**src/rtl/lsu_pkg.sv**
```systemverilog
// Shared types for the load/store unit: access sizes, FSM states and the
// alignment check used when a request is accepted.
package lsu_pkg;

    localparam int unsigned BYTES_PER_WORD = 4;

    typedef enum logic [1:0] {
        SZ_BYTE = 2'b00,
        SZ_HALF = 2'b01,
        SZ_WORD = 2'b10,
        SZ_ILL  = 2'b11
    } size_e;

    typedef enum logic [2:0] {
        StIdle,
        StRd,
        StWr,
        StRmwRd,
        StRmwWr
    } state_e;

    // Misaligned half/word or the reserved size encoding.
    function automatic logic access_err(input size_e sz, input logic [1:0] off);
        logic err;
        case (sz)
            SZ_BYTE: err = 1'b0;
            SZ_HALF: err = off[0];
            SZ_WORD: err = (off != 2'b00);
            default: err = 1'b1;
        endcase
        return err;
    endfunction

endpackage

```
**src/rtl/lsu_lane.sv**
```systemverilog
// Big-endian lane logic: extracts and extends the addressed load lane and merges
// the addressed store lane into a read word.
module lsu_lane
    import lsu_pkg::*;
#(
    parameter int unsigned DATA_W = 32
) (
    input  logic [1:0]        offset_i,
    input  size_e             size_i,
    input  logic              signed_i,
    input  logic [DATA_W-1:0] rword_i,
    input  logic [DATA_W-1:0] wdata_i,
    output logic [DATA_W-1:0] ld_data_o,
    output logic [DATA_W-1:0] merged_o
);

    logic [4:0]        sh;
    logic [DATA_W-1:0] lane;
    logic [DATA_W-1:0] mask;
    logic              sign;

    always_comb begin
        sh        = '0;
        lane      = '0;
        mask      = '0;
        sign      = 1'b0;
        ld_data_o = '0;
        merged_o  = rword_i;
        unique case (size_i)
            SZ_BYTE: begin
                // Offset k sits 8*(3-k) bits above bit 0; 3-k == ~k for 2-bit k.
                sh        = {~offset_i, 3'b000};
                lane      = rword_i >> sh;
                mask      = DATA_W'(8'hFF);
                sign      = signed_i & lane[7];
                ld_data_o = (lane & mask) | (sign ? ~mask : '0);
                merged_o  = (rword_i & ~(mask << sh)) | ((wdata_i & mask) << sh);
            end
            SZ_HALF: begin
                sh        = {~offset_i[1], 4'b0000};
                lane      = rword_i >> sh;
                mask      = DATA_W'(16'hFFFF);
                sign      = signed_i & lane[15];
                ld_data_o = (lane & mask) | (sign ? ~mask : '0);
                merged_o  = (rword_i & ~(mask << sh)) | ((wdata_i & mask) << sh);
            end
            SZ_WORD: begin
                ld_data_o = rword_i;
                merged_o  = wdata_i;
            end
            default: begin
                ld_data_o = '0;
                merged_o  = rword_i;
            end
        endcase
    end

endmodule

```
**src/rtl/load_store_unit.sv**
```systemverilog
// Data-memory initiator: turns byte/half/word loads and stores into word-wide memory
// cycles. Define LSU_COUNTERS_EN to add saturating ld_count/st_count outputs.
module load_store_unit
    import lsu_pkg::*;
#(
    parameter int unsigned ADDR_W = 32,
    parameter int unsigned DATA_W = 32
) (
    input  logic              clk,
    input  logic              rst,
    input  logic              req_valid,
    output logic              req_ready,
    input  logic              req_write,
    input  logic [1:0]        req_size,
    input  logic              req_signed,
    input  logic [ADDR_W-1:0] req_addr,
    input  logic [DATA_W-1:0] req_wdata,
    output logic              resp_valid,
    output logic [DATA_W-1:0] resp_rdata,
    output logic              resp_err,
    output logic              mem_read,
    output logic              mem_write,
    output logic [ADDR_W-1:0] mem_addr,
    output logic [DATA_W-1:0] mem_wrData,
    input  logic [DATA_W-1:0] mem_rdData
`ifdef LSU_COUNTERS_EN
    ,
    output logic [15:0]       ld_count,
    output logic [15:0]       st_count
`endif
);

    localparam int unsigned OffW = $clog2(BYTES_PER_WORD);

    state_e            state_q, state_d;
    logic [ADDR_W-1:0] addr_q, addr_d;
    size_e             size_q, size_d;
    logic              signed_q, signed_d;
    logic              write_q, write_d;
    logic [DATA_W-1:0] wdata_q, wdata_d;
    logic [DATA_W-1:0] rmw_q, rmw_d;
    logic              resp_valid_q, resp_valid_d;
    logic              resp_err_q, resp_err_d;
    logic [DATA_W-1:0] resp_rdata_q, resp_rdata_d;

    logic [DATA_W-1:0] ld_data;
    logic [DATA_W-1:0] merged;
    logic [ADDR_W-1:0] word_addr;
    size_e             req_size_e;

    assign req_size_e = size_e'(req_size);
    assign word_addr  = {addr_q[ADDR_W-1:OffW], {OffW{1'b0}}};

    lsu_lane #(
        .DATA_W (DATA_W)
    ) u_lane (
        .offset_i  (addr_q[OffW-1:0]),
        .size_i    (size_q),
        .signed_i  (signed_q),
        .rword_i   (mem_rdData),
        .wdata_i   (wdata_q),
        .ld_data_o (ld_data),
        .merged_o  (merged)
    );

    always_comb begin
        state_d      = state_q;
        addr_d       = addr_q;
        size_d       = size_q;
        signed_d     = signed_q;
        write_d      = write_q;
        wdata_d      = wdata_q;
        rmw_d        = rmw_q;
        resp_valid_d = 1'b0;
        resp_err_d   = 1'b0;
        resp_rdata_d = '0;
        req_ready    = 1'b0;
        mem_read     = 1'b0;
        mem_write    = 1'b0;
        mem_addr     = '0;
        mem_wrData   = '0;

        unique case (state_q)
            StIdle: begin
                req_ready = 1'b1;
                if (req_valid) begin
                    addr_d   = req_addr;
                    size_d   = req_size_e;
                    signed_d = req_signed;
                    write_d  = req_write;
                    wdata_d  = req_wdata;
                    if (access_err(req_size_e, req_addr[OffW-1:0])) begin
                        // Rejected without touching memory; respond next cycle.
                        resp_valid_d = 1'b1;
                        resp_err_d   = 1'b1;
                    end else if (!req_write) begin
                        state_d = StRd;
                    end else if (req_size_e == SZ_WORD) begin
                        state_d = StWr;
                    end else begin
                        state_d = StRmwRd;
                    end
                end
            end
            StRd: begin
                mem_read     = 1'b1;
                mem_addr     = word_addr;
                resp_rdata_d = ld_data;
                resp_valid_d = 1'b1;
                state_d      = StIdle;
            end
            StWr: begin
                mem_write    = 1'b1;
                mem_addr     = word_addr;
                mem_wrData   = wdata_q;
                resp_valid_d = 1'b1;
                state_d      = StIdle;
            end
            StRmwRd: begin
                mem_read = 1'b1;
                mem_addr = word_addr;
                rmw_d    = merged;
                state_d  = StRmwWr;
            end
            StRmwWr: begin
                mem_write    = 1'b1;
                mem_addr     = word_addr;
                mem_wrData   = rmw_q;
                resp_valid_d = 1'b1;
                state_d      = StIdle;
            end
            default: begin
                state_d = StIdle;
            end
        endcase
    end

    always_ff @(posedge clk) begin
        if (!rst) begin
            state_q      <= StIdle;
            addr_q       <= '0;
            size_q       <= SZ_BYTE;
            signed_q     <= 1'b0;
            write_q      <= 1'b0;
            wdata_q      <= '0;
            rmw_q        <= '0;
            resp_valid_q <= 1'b0;
            resp_err_q   <= 1'b0;
            resp_rdata_q <= '0;
        end else begin
            state_q      <= state_d;
            addr_q       <= addr_d;
            size_q       <= size_d;
            signed_q     <= signed_d;
            write_q      <= write_d;
            wdata_q      <= wdata_d;
            rmw_q        <= rmw_d;
            resp_valid_q <= resp_valid_d;
            resp_err_q   <= resp_err_d;
            resp_rdata_q <= resp_rdata_d;
        end
    end

    assign resp_valid = resp_valid_q;
    assign resp_err   = resp_err_q;
    assign resp_rdata = resp_rdata_q;

`ifdef LSU_COUNTERS_EN
    logic        ld_done;
    logic        st_done;
    logic [15:0] ld_count_q;
    logic [15:0] st_count_q;

    // Completing states are only ever reached by error-free requests.
    assign ld_done = (state_q == StRd);
    assign st_done = (state_q == StWr) || (state_q == StRmwWr);

    always_ff @(posedge clk) begin
        if (!rst) begin
            ld_count_q <= '0;
            st_count_q <= '0;
        end else begin
            if (ld_done && (ld_count_q != 16'hFFFF)) begin
                ld_count_q <= ld_count_q + 16'd1;
            end
            if (st_done && (st_count_q != 16'hFFFF)) begin
                st_count_q <= st_count_q + 16'd1;
            end
        end
    end

    assign ld_count = ld_count_q;
    assign st_count = st_count_q;
`endif

endmodule

```
**config.mk**
```make
export PLATFORM = sky130hd
export DESIGN_NAME = load_store_unit
export DESIGN_NICKNAME = d
export VERILOG_FILES = /design/src/rtl/lsu_pkg.sv /design/src/rtl/lsu_lane.sv /design/src/rtl/load_store_unit.sv
export SDC_FILE = /design/constraint.sdc
export NUM_CORES = 1
export LEC_CHECK = 0
export CAP_MARGIN = 20
export CORE_UTILIZATION = 30
export CTS_CLUSTER_DIAMETER = 40
export DETAILED_ROUTE_END_ITERATION = 8
export PLACE_DENSITY = 0.59
export SKIP_CTS_REPAIR_TIMING = 1
export SKIP_LAST_GASP = 1
export SYNTH_ARGS = -nofsm -noshare
export SYNTH_HDL_FRONTEND = slang
export SYNTH_SLANG_ARGS = --single-unit
```
**constraint.sdc**
```tcl
create_clock -name clk -period 1.4 [get_ports clk]
set_clock_uncertainty 0.05 [all_clocks]
set_input_delay 0.21 -clock clk [delete_from_list [all_inputs] [get_ports clk]]
set_output_delay 0.21 -clock clk [all_outputs]
set_load 0.02 [all_outputs]
```
* Word level (Yosys, flattened, before mapping) *
Cells that the tools add are included.

cells by class
  eq/ne operators = 10
  shifts and indexed selects = 6
  mux-type cells = 20
  bitwise operators = 12
  reduce and logical (&&, ||, !) cells = 12

operators by type and width
  operator                 number
  $pmux W32 S3             2
  $mux W32                 3
  $and A32 B32 Y32         2
  $not A32 Y32             2
  $or A32 B32 Y32          2
  $pmux W32 S2             1
  $or A16 B32 Y32          1
  $or A8 B32 Y32           1
  $shl A16 B5 Y32          1
  $shl A16 B5 Y32 const A  1
  $shl A8 B5 Y32           1
  $shl A8 B5 Y32 const A   1
  $shr A32 B5 Y16          1
  $shr A32 B5 Y8           1
  $mux W1                  8
  $reduce_and A2 Y1        4
  $eq A3 B2 Y1 const B     2
  $mux W3                  2
  $pmux W3 S2              1
  $eq A2 B1 Y1 const B     2
  $eq A2 B2 Y1 const B     2
  $logic_not A2 Y1         2
  $ne A2 B2 Y1 const B     2
  $reduce_or A2 Y1         2
  other kinds (12)         13

storage, ports and cells
  flip-flop bits (word level) = 136
  output and inout bits = 101
  word-level logic and storage cells = 69

* Logic depth before layout (Yosys ltp) *
Gate-level depths: netlist of the first run.

  depth after elaboration = 7
  gate-level depth with buffers = 8
  gate-level depth less buffers = 4

* Cells and area by module *
From an unflattened synthesis of the first run, not the netlist that was laid out.

second synthesis, totals
  cell total of the unflattened synthesis = 920
  area, all modules = 7225.7 um2

by module, submodules not included
  module           times used  cells each  area each (um2)
  load_store_unit  1           603         5303.8
  lsu_lane         1           317         1921.8

* Least setup slack after synthesis of the first run *
Ideal clock, no wire load.

  kind = register -> output
  start = reg state_q[1]
  end = out mem_wrData[10]
  arrival time = 1.328 ns
  required time = 1.140 ns
  path slack = -0.188 ns
  cell stages (with the launch flop) = 5
  buffers on the path = 2
  cells stage by stage = dfxtp_1 > buf_2 > nor3b_2 > clkbuf_1 > a22o_1

on the way
  word-level cells in the longest chain between the ends = 2
  elaborated cells on any way between the ends = 3
  classes of those cells = 2 x eq/ne; 1 x mux

ends and longest elaborated chain
  what                                                 RTL line                text
  from (decl)                                          load_store_unit.sv:35   state_e state_q, state_d;
  from (signal assigned)                               load_store_unit.sv:140  state_q <= StIdle;
  from (signal assigned)                               load_store_unit.sv:151  state_q <= state_d;
  $eq A3 B3 Y1 / $eq A3 B2 Y1 (equally long branches)  load_store_unit.sv:83   unique case (state_q)
  $pmux W32 S2 (*)                                     load_store_unit.sv:83
  to (decl)                                            load_store_unit.sv:24   output logic [DATA_W-1:0] mem_wrData,

Every way passes the cells marked *; elsewhere a longest branch is shown, timed or not.

* Worst setup path in the final report of the first run *
  start = reg state_q[0]
  end = out mem_wrData[11]

Same word-level chain as after synthesis.

==> key figures, run 1 <==
Clock tree
  • TritonCTS clock tree: yes
  • H-tree depth: 4
  • Clk_lat worst skew: approximately 0.43 ns
  • TritonCTS Buffers: 17
  • CTS clk-pin slew, worst paths: 0.06 ns
  • TritonCTS Sinks: 136
  • Clock Tree Buf Depth: 2
  • Root buffer cell: clkbuf_16

Critical path
  • Critical Path Most Common Cell: buf_6
  • CP startpoint kind: flop
  • Crit-path max cell delay: 0.36 ns
  • CP Capture Type: output pin
  • Crit Path Max Fanout: 10
  • Reg-to-reg setup timing slack: -0.42 ns
  • CP Class: flop to output pin
  • Critical Path AT: around 1.8 ns
  • CP max-delay cell: dfxtp_4
  • Crit-path leading delay family: buffers and inverters
  • CP Cell Sequence: buf_6, nor3b_4, buf_6, buf_12, a22o_1, clkbuf_2
  • Critical Path RT: 1.14 ns
  • CP bufs+invs: 4

Global route
  • First-pass GRT wire length: around 40000 um
  • Global route total overflow: 0
  • Vias in the first global route: slightly below 7000
  • Total track usage: 0.2138
  • Largest net degree at the start of global routing: 33
  • Initial antenna violation count: 0

Floorplanning
  • Row cnt: 55
  • Core area: 22920 um2
  • Die ar.: around 24000 um2
  • Die H: 155.7 um
  • Die width: 155.7 um
  • Top Ports: 204
  • Initial Util: 0.3093

Power and ir drop
  • Pwr dens: 1014 nW/um2
  • Worst VDD drop: ~660 uV
  • LEAKAGE: approximately 4.7 nW

Timing
  • Setup violators final: 234
  • Slew HR: 0.6320
  • Final clock period utilization by the worst path: 1.454
  • Worst Max-Slew Pin Slew: between 0.5 and 0.6 ns
  • Worst setup margin: -0.6358 ns
  • Endpoints failing hold: 0
  • Final-report max-slew violation count: 0
  • RSZ-0062 raised after global routing: true
  • Min cycle time layout: 2.036 ns
  • Fmax: roughly 490 MHz

Final layout
  • Layout cells sized above 1: 0.3031
  • Design Area, Final: 11280 um2
  • Area growth, synth to finish: 59.10%
  • Nets@finish: 1268
  • Layout Cells excl Fill: ~1500
  • Final core utilization: 0.4921
  • Antenna Cells: 0

Status
  • Outcome: finished, violations left
  • Failing checks: negative setup slack

Placed design
  • Port bufs: 201
  • Post-place setup slack: -0.6529 ns
  • Hpwl dp: a little under 20000 um
  • RePlAce Congestion: 0.9397
  • DP Area: about 10000 um2
  • Placed Cells: 1443

Logic synthesis
  • Async SR Flop Fraction: 0
  • Synthesized area per cell: 8.232 um2
  • Synth top area share: 0.3841
  • #FFs+latches synth: 136
  • Synth Flop Type: dfxtp_1
  • Ys Warns: 0
  • Count leader, synth: nand2_1
  • Area contributors post-synth: dfxtp_1 (38%), nand2_1 (11%), a21boi_0 (6.0%)
  • Gate Count Post-Synth: between 800 and 900
  • Seq/Total Area, Yosys: 0.3841
  • Mapped Area: 7088 um2
  • Yosys top cell by area: dfxtp_1
  • Post-synth EDFFs: 0
  • Yosys cell types: 49
  • Synth top cells by count: nand2_1 (203), dfxtp_1 (136), a21boi_0 (57)

Routing
  • Via Count: 7453
  • WL final: ~27000 um
  • DRT iter0 DRCs: 475
  • Post-DRT Antenna Nets: 0
  • DR vias/cell: 4.999
  • Router iterations before antenna repair: 5
  • DRC viols: 0
  • DR WL/cell: 17.85 um

Hold path
  • Hold Crit Class: input pin to flop

Run
  • Maxcap violations: 0
## state kept, by name, indices dropped and copies added, names as in the netlist
signal,cells
addr_q,32
resp_err,1
resp_rdata,32
resp_valid,1
rmw_q,32
signed_q,1
size_q,2
state_q,3
wdata_q,32
## per-layer routing
| metal | part of all wire | wire length [um] | GRT usage | vias to the layer above |
|---|---|---|---|---|
| li1 | - | - | - | 3610 |
| met1 | 0.46 | 12320 | 0.2943 | 3528 |
| met2 | 0.44 | 11830 | 0.3312 | 293 |
| met3 | 0.080 | 2119 | 0.05444 | 22 |
| met4 | 0.013 | 352 | 0.05322 | 0 |
| met5 | 0 | 0 | 0 | - |
## final cells by class
class,count,area [um2]
tap,313,391.6
clock buffer,18,429.2
fill,2230,11640
timing repair buffer,363,3411
multi-input combinational,644,4084
clock inverter,14,219.0
inverter,3,11.26
sequential,136,2731
## per-stage QoR
step,TNS [ns],hold slack [ns],total power (W)
final,-72.10,0.2518,0.01144
after global routing,-89.37,0.2571,0.01184
after CTS,-105.12,0.2393,0.01134
after detailed placement,-68.87,0.3931,0.006293
after global placement,-65.65,0.3910,0.006282
after floorplan,-9.567,0.2592,0.005222
## worst paths after layout
check                     startpoint                  endpoint  cells past startpoint
max          state_q[0]$_SDFFE_PN0P_            mem_wrData[11]                      6
min                              rst  resp_rdata[3]$_SDFF_PN0_                      4
max reg2reg  state_q[0]$_SDFFE_PN0P_  wdata_q[30]$_SDFFE_PN0P_                      9
min reg2reg   rmw_q[23]$_SDFFE_PN0P_    rmw_q[23]$_SDFFE_PN0P_                      2
## placed cells by master, fill, tap and decap left out, types with 32 or more instances in the layout
master	count
a21boi_1	35
a21oi_1	55
a22o_1	40
and2_4	32
buf_4	121
clkbuf_2	52
clkdlybuf4s50_1	135
dfxtp_1	131
nand2_1	194
o21ai_0	35
## power breakdown
part	total (W)	switching, W	internal [W]
combinational	0.00227	0.00106	0.00121
sequential	0.00411	0.000105	0.00401
clock	0.00506	0.00188	0.00318
total	0.0114	0.00305	0.00839
## kinds of logic after synthesis
logic type             synth area share
AO/OA/AOI/OAI                    0.2847
XOR/XNOR                       0.001236
buffers and inverters           0.06408
flip-flops                       0.3841
multiplexers                    0.07343
other                         0.0005291
AND/OR/NAND/NOR                  0.1919
## tightest hold or removal path, stage by stage
cell and delay, ns:
buf_2 0.16, nand3b_2 0.13, buf_4 0.14, a21oi_1 0.04
Power figures use the tool's default switching activity.
==> run 2: changes to the inputs <==
Settings changed: DONT_BUFFER_PORTS from default to 1, PLACE_DENSITY 0.59 to 0.47.
==> run 2 against run 1 <==
  * The run ends with negative hold slack, negative setup slack left
  * Sequential power grew 1%
  * First-iteration DRC count up 21%
  * Via count decreased by 5.4%
  * Largest power group unchanged
  * Final cell count fell by 8.7%
  * Final area fell by 5.8%
  * Non-clock buffer count is 129 lower
  * Largest cell class unchanged
  * Sequential share of layout area up 1.5 points
==> key figures, run 2 (same netlist as run 1, synthesis figures left out) <==
Status
  • Outcome: finished, violations left
  • Failing checks: negative hold slack, negative setup slack

Critical path
  • Reg2reg start: state_q[1]$_SDFFE_PN0P_
  • Crit Path Max Fanout: 8 (-2)
  • Critical Path RT: 1.14 ns (about the same)
  • Reg-to-reg setup timing slack: -0.34 ns (+0.08 ns)
  • Critical Path Most Common Cell: buf_6
  • CP Class: flop to output pin
  • Worst reg2reg path depth: 8 (-1)
  • CP startpoint kind: flop
  • Worst Setup EP: mem_wrData[28]
  • CP max-delay cell: dfxtp_4
  • CP Capture Type: output pin
  • Origin of the worst setup path: state_q[1]$_SDFFE_PN0P_
  • Critical Path AT: 1.71 ns (-0.07 ns)
  • FF-to-FF End: state_q[0]$_SDFFE_PN0P_
  • CP Cell Sequence: buf_6, nor3b_4, buf_6, buf_8, a22o_1, buf_4
  • Crit-path max cell delay: 0.35 ns (about the same)

Placed design
  • Hpwl dp: 17780 um (-8.2%)
  • Placed Cells: 1194 (-17%)
  • Port bufs: 0 (-100%)
  • RePlAce Congestion: 0.8509 (-9.4%)
  • Post-place setup slack: -0.2004 ns (+0.4525 ns)
  • DP Area: 8130 um2 (-23%)

Floorplanning
  • Row cnt: 55 (unchanged)
  • Die width: 155.7 um (unchanged)
  • Die ar.: 24250 um2 (unchanged)
  • Initial Util: 0.3093 (unchanged)
  • Top Ports: 204 (unchanged)
  • Core area: 22920 um2 (unchanged)
  • Die H: 155.7 um (unchanged)

Final layout
  • Layout fillers: 2227 (-0.13%)
  • Antenna Cells: 0 (unchanged)
  • Nets@finish: 1138 (-10%)
  • Area growth, synth to finish: 49.94%
  • Most common cell after layout, fill and taps aside: nand2_1
  • Layout cells sized above 1: 0.2891 (-0.01393)
  • Most frequent cells in the layout: nand2_1 (197), dfxtp_1 (130), dlygate4sd3_1 (100)
  • Layout Cells excl Fill: 1361 (-8.7%)
  • Design Area, Final: 10630 um2 (-5.8%)

Routing
  • WL final: 29300 um (+10%)
  • Router iterations before antenna repair: 5 (unchanged)
  • DRT iter0 DRCs: 573 (+21%)
  • DR WL/cell: 21.52 um (+21%)
  • Via Count: 7052 (-5.4%)
  • DR vias/cell: 5.181 (+3.7%)
  • Post-DRT Antenna Nets: 0 (unchanged)
  • DRC viols: 0 (unchanged)

Global route
  • Vias in the first global route: 6095 (-12%)
  • Initial antenna violation count: 0 (unchanged)
  • Largest net degree at the start of global routing: 74 (+120%)
  • Total track usage: 0.2052 (-0.008613)
  • Global route total overflow: 0 (unchanged)
  • First-pass GRT wire length: 37230 um (-7.0%)

Timing
  • Worst Max-Slew Pin Slew: 0.5014 ns (-0.04948 ns)
  • Final clock period utilization by the worst path: 1.408 (-0.04570)
  • Final-report max-slew violation count: 0 (unchanged)
  • Endpoints failing hold: 1 (+1)
  • Setup violators final: 199 (-15%)
  • Worst setup margin: -0.5719 ns (+0.06399 ns)
  • Worst hold slack: -0.03567 ns (-0.2875 ns)
  • RSZ-0062 raised after global routing: true
  • Fmax: 507.1 MHz (+3.2%)
  • Slew HR: 0.6629 (+0.03089)
  • Min cycle time layout: 1.972 ns (-0.06399 ns)

Power and ir drop
  • Switching pwr: 0.003115 W (+2.2%)
  • LEAKAGE: 4.272 nW (-8.9%)
  • Switching share of power: 0.2878 (+0.02145)
  • Comb power frac: 0.186 (-0.012)
  • Worst VDD drop: 692.0 uV (+4.3%)
  • Int Pwr: 0.007710 W (-8.1%)
  • Pwr dens: 1019 nW/um2 (+0.40%)
  • Clock share of power: 0.428 (-0.014)
  • Register share of total power: 0.386 (+0.026)

Clock tree
  • H-tree depth: 4 (unchanged)
  • TritonCTS Buffers: 17 (unchanged)
  • Root buffer cell: clkbuf_16
  • TritonCTS clock tree: yes
  • Clock Tree Buf Depth: 2 (unchanged)
  • Clk_lat worst skew: 0.44 ns (about the same)
  • CTS clk-pin slew, worst paths: 0.06 ns (about the same)
  • TritonCTS Sinks: 136 (unchanged)

Run
  • Maxcap violations: 0 (unchanged)

Hold path
  • Hold Crit Class: input pin to flop
## run 2: routing by layer
layer  global-route usage  routed length, um  vias to the layer above
li1                     -                  -                     3358
met1               0.2744              13250                     3364
met2               0.3175              13330                      301
met3              0.05861               2224                       29
met4              0.06256                493                        0
met5                    0                  0                        -
## run 2: worst min-delay path by stage
stage	from	depth (start not counted)	to
2_1_floorplan	req_size[1]	1	state_q[0]$_SDFFE_PN0P_
3_3_place_gp	req_size[1]	1	state_q[0]$_SDFFE_PN0P_
3_5_place_dp	req_size[1]	1	state_q[0]$_SDFFE_PN0P_
4_1_cts	req_size[1]	1	state_q[0]$_SDFFE_PN0P_
5_1_grt	mem_rdData[13]	2	resp_rdata[13]$_SDFF_PN0_
6_report	mem_rdData[13]	2	resp_rdata[13]$_SDFF_PN0_
## run 2: worst max-delay path, delay by kind of cell (launching register included)
kind | cells | cell delay, ns
buffers and inverters | 4 | 0.53
and+or+nand+nor | 1 | 0.27
AOI/OAI and AO/OA | 1 | 0.13
DFF | 1 | 0.35
## run 2: power groups by stage
stage / Clock, W / Combinational (W) / Sequential [W]
after floorplan: 0 / 0.00103 / 0.00419
after global placement: 0 / 0.00143 / 0.00426
after global routing: 0.00490 / 0.00216 / 0.00419
final: 0.00464 / 0.00201 / 0.00417
after CTS: 0.00472 / 0.00144 / 0.00417
after detailed placement: 0 / 0.00144 / 0.00426
## run 2: stage by stage
step	power, W	utilization	TNS, ns
final	0.01082	0.4638	-61.05
after global routing	0.01124	0.4638	-75.63
after CTS	0.01033	0.3806	-56.90
after detailed placement	0.005695	0.3548	-23.05
after global placement	0.005687	0.3548	-18.91
after floorplan	0.005222	-	-9.567
## run 2: cell type report
cell class              count  area, um2  area share
clock buffers              17      425.4     0.04003
clock inverters            15      166.4     0.01566
inverters                   3      11.26    0.001060
multi-input cells         643       4255      0.4004
flip-flops and latches    136       2738      0.2576
well taps                 313      391.6     0.03685
repair buffers            234       2640      0.2484
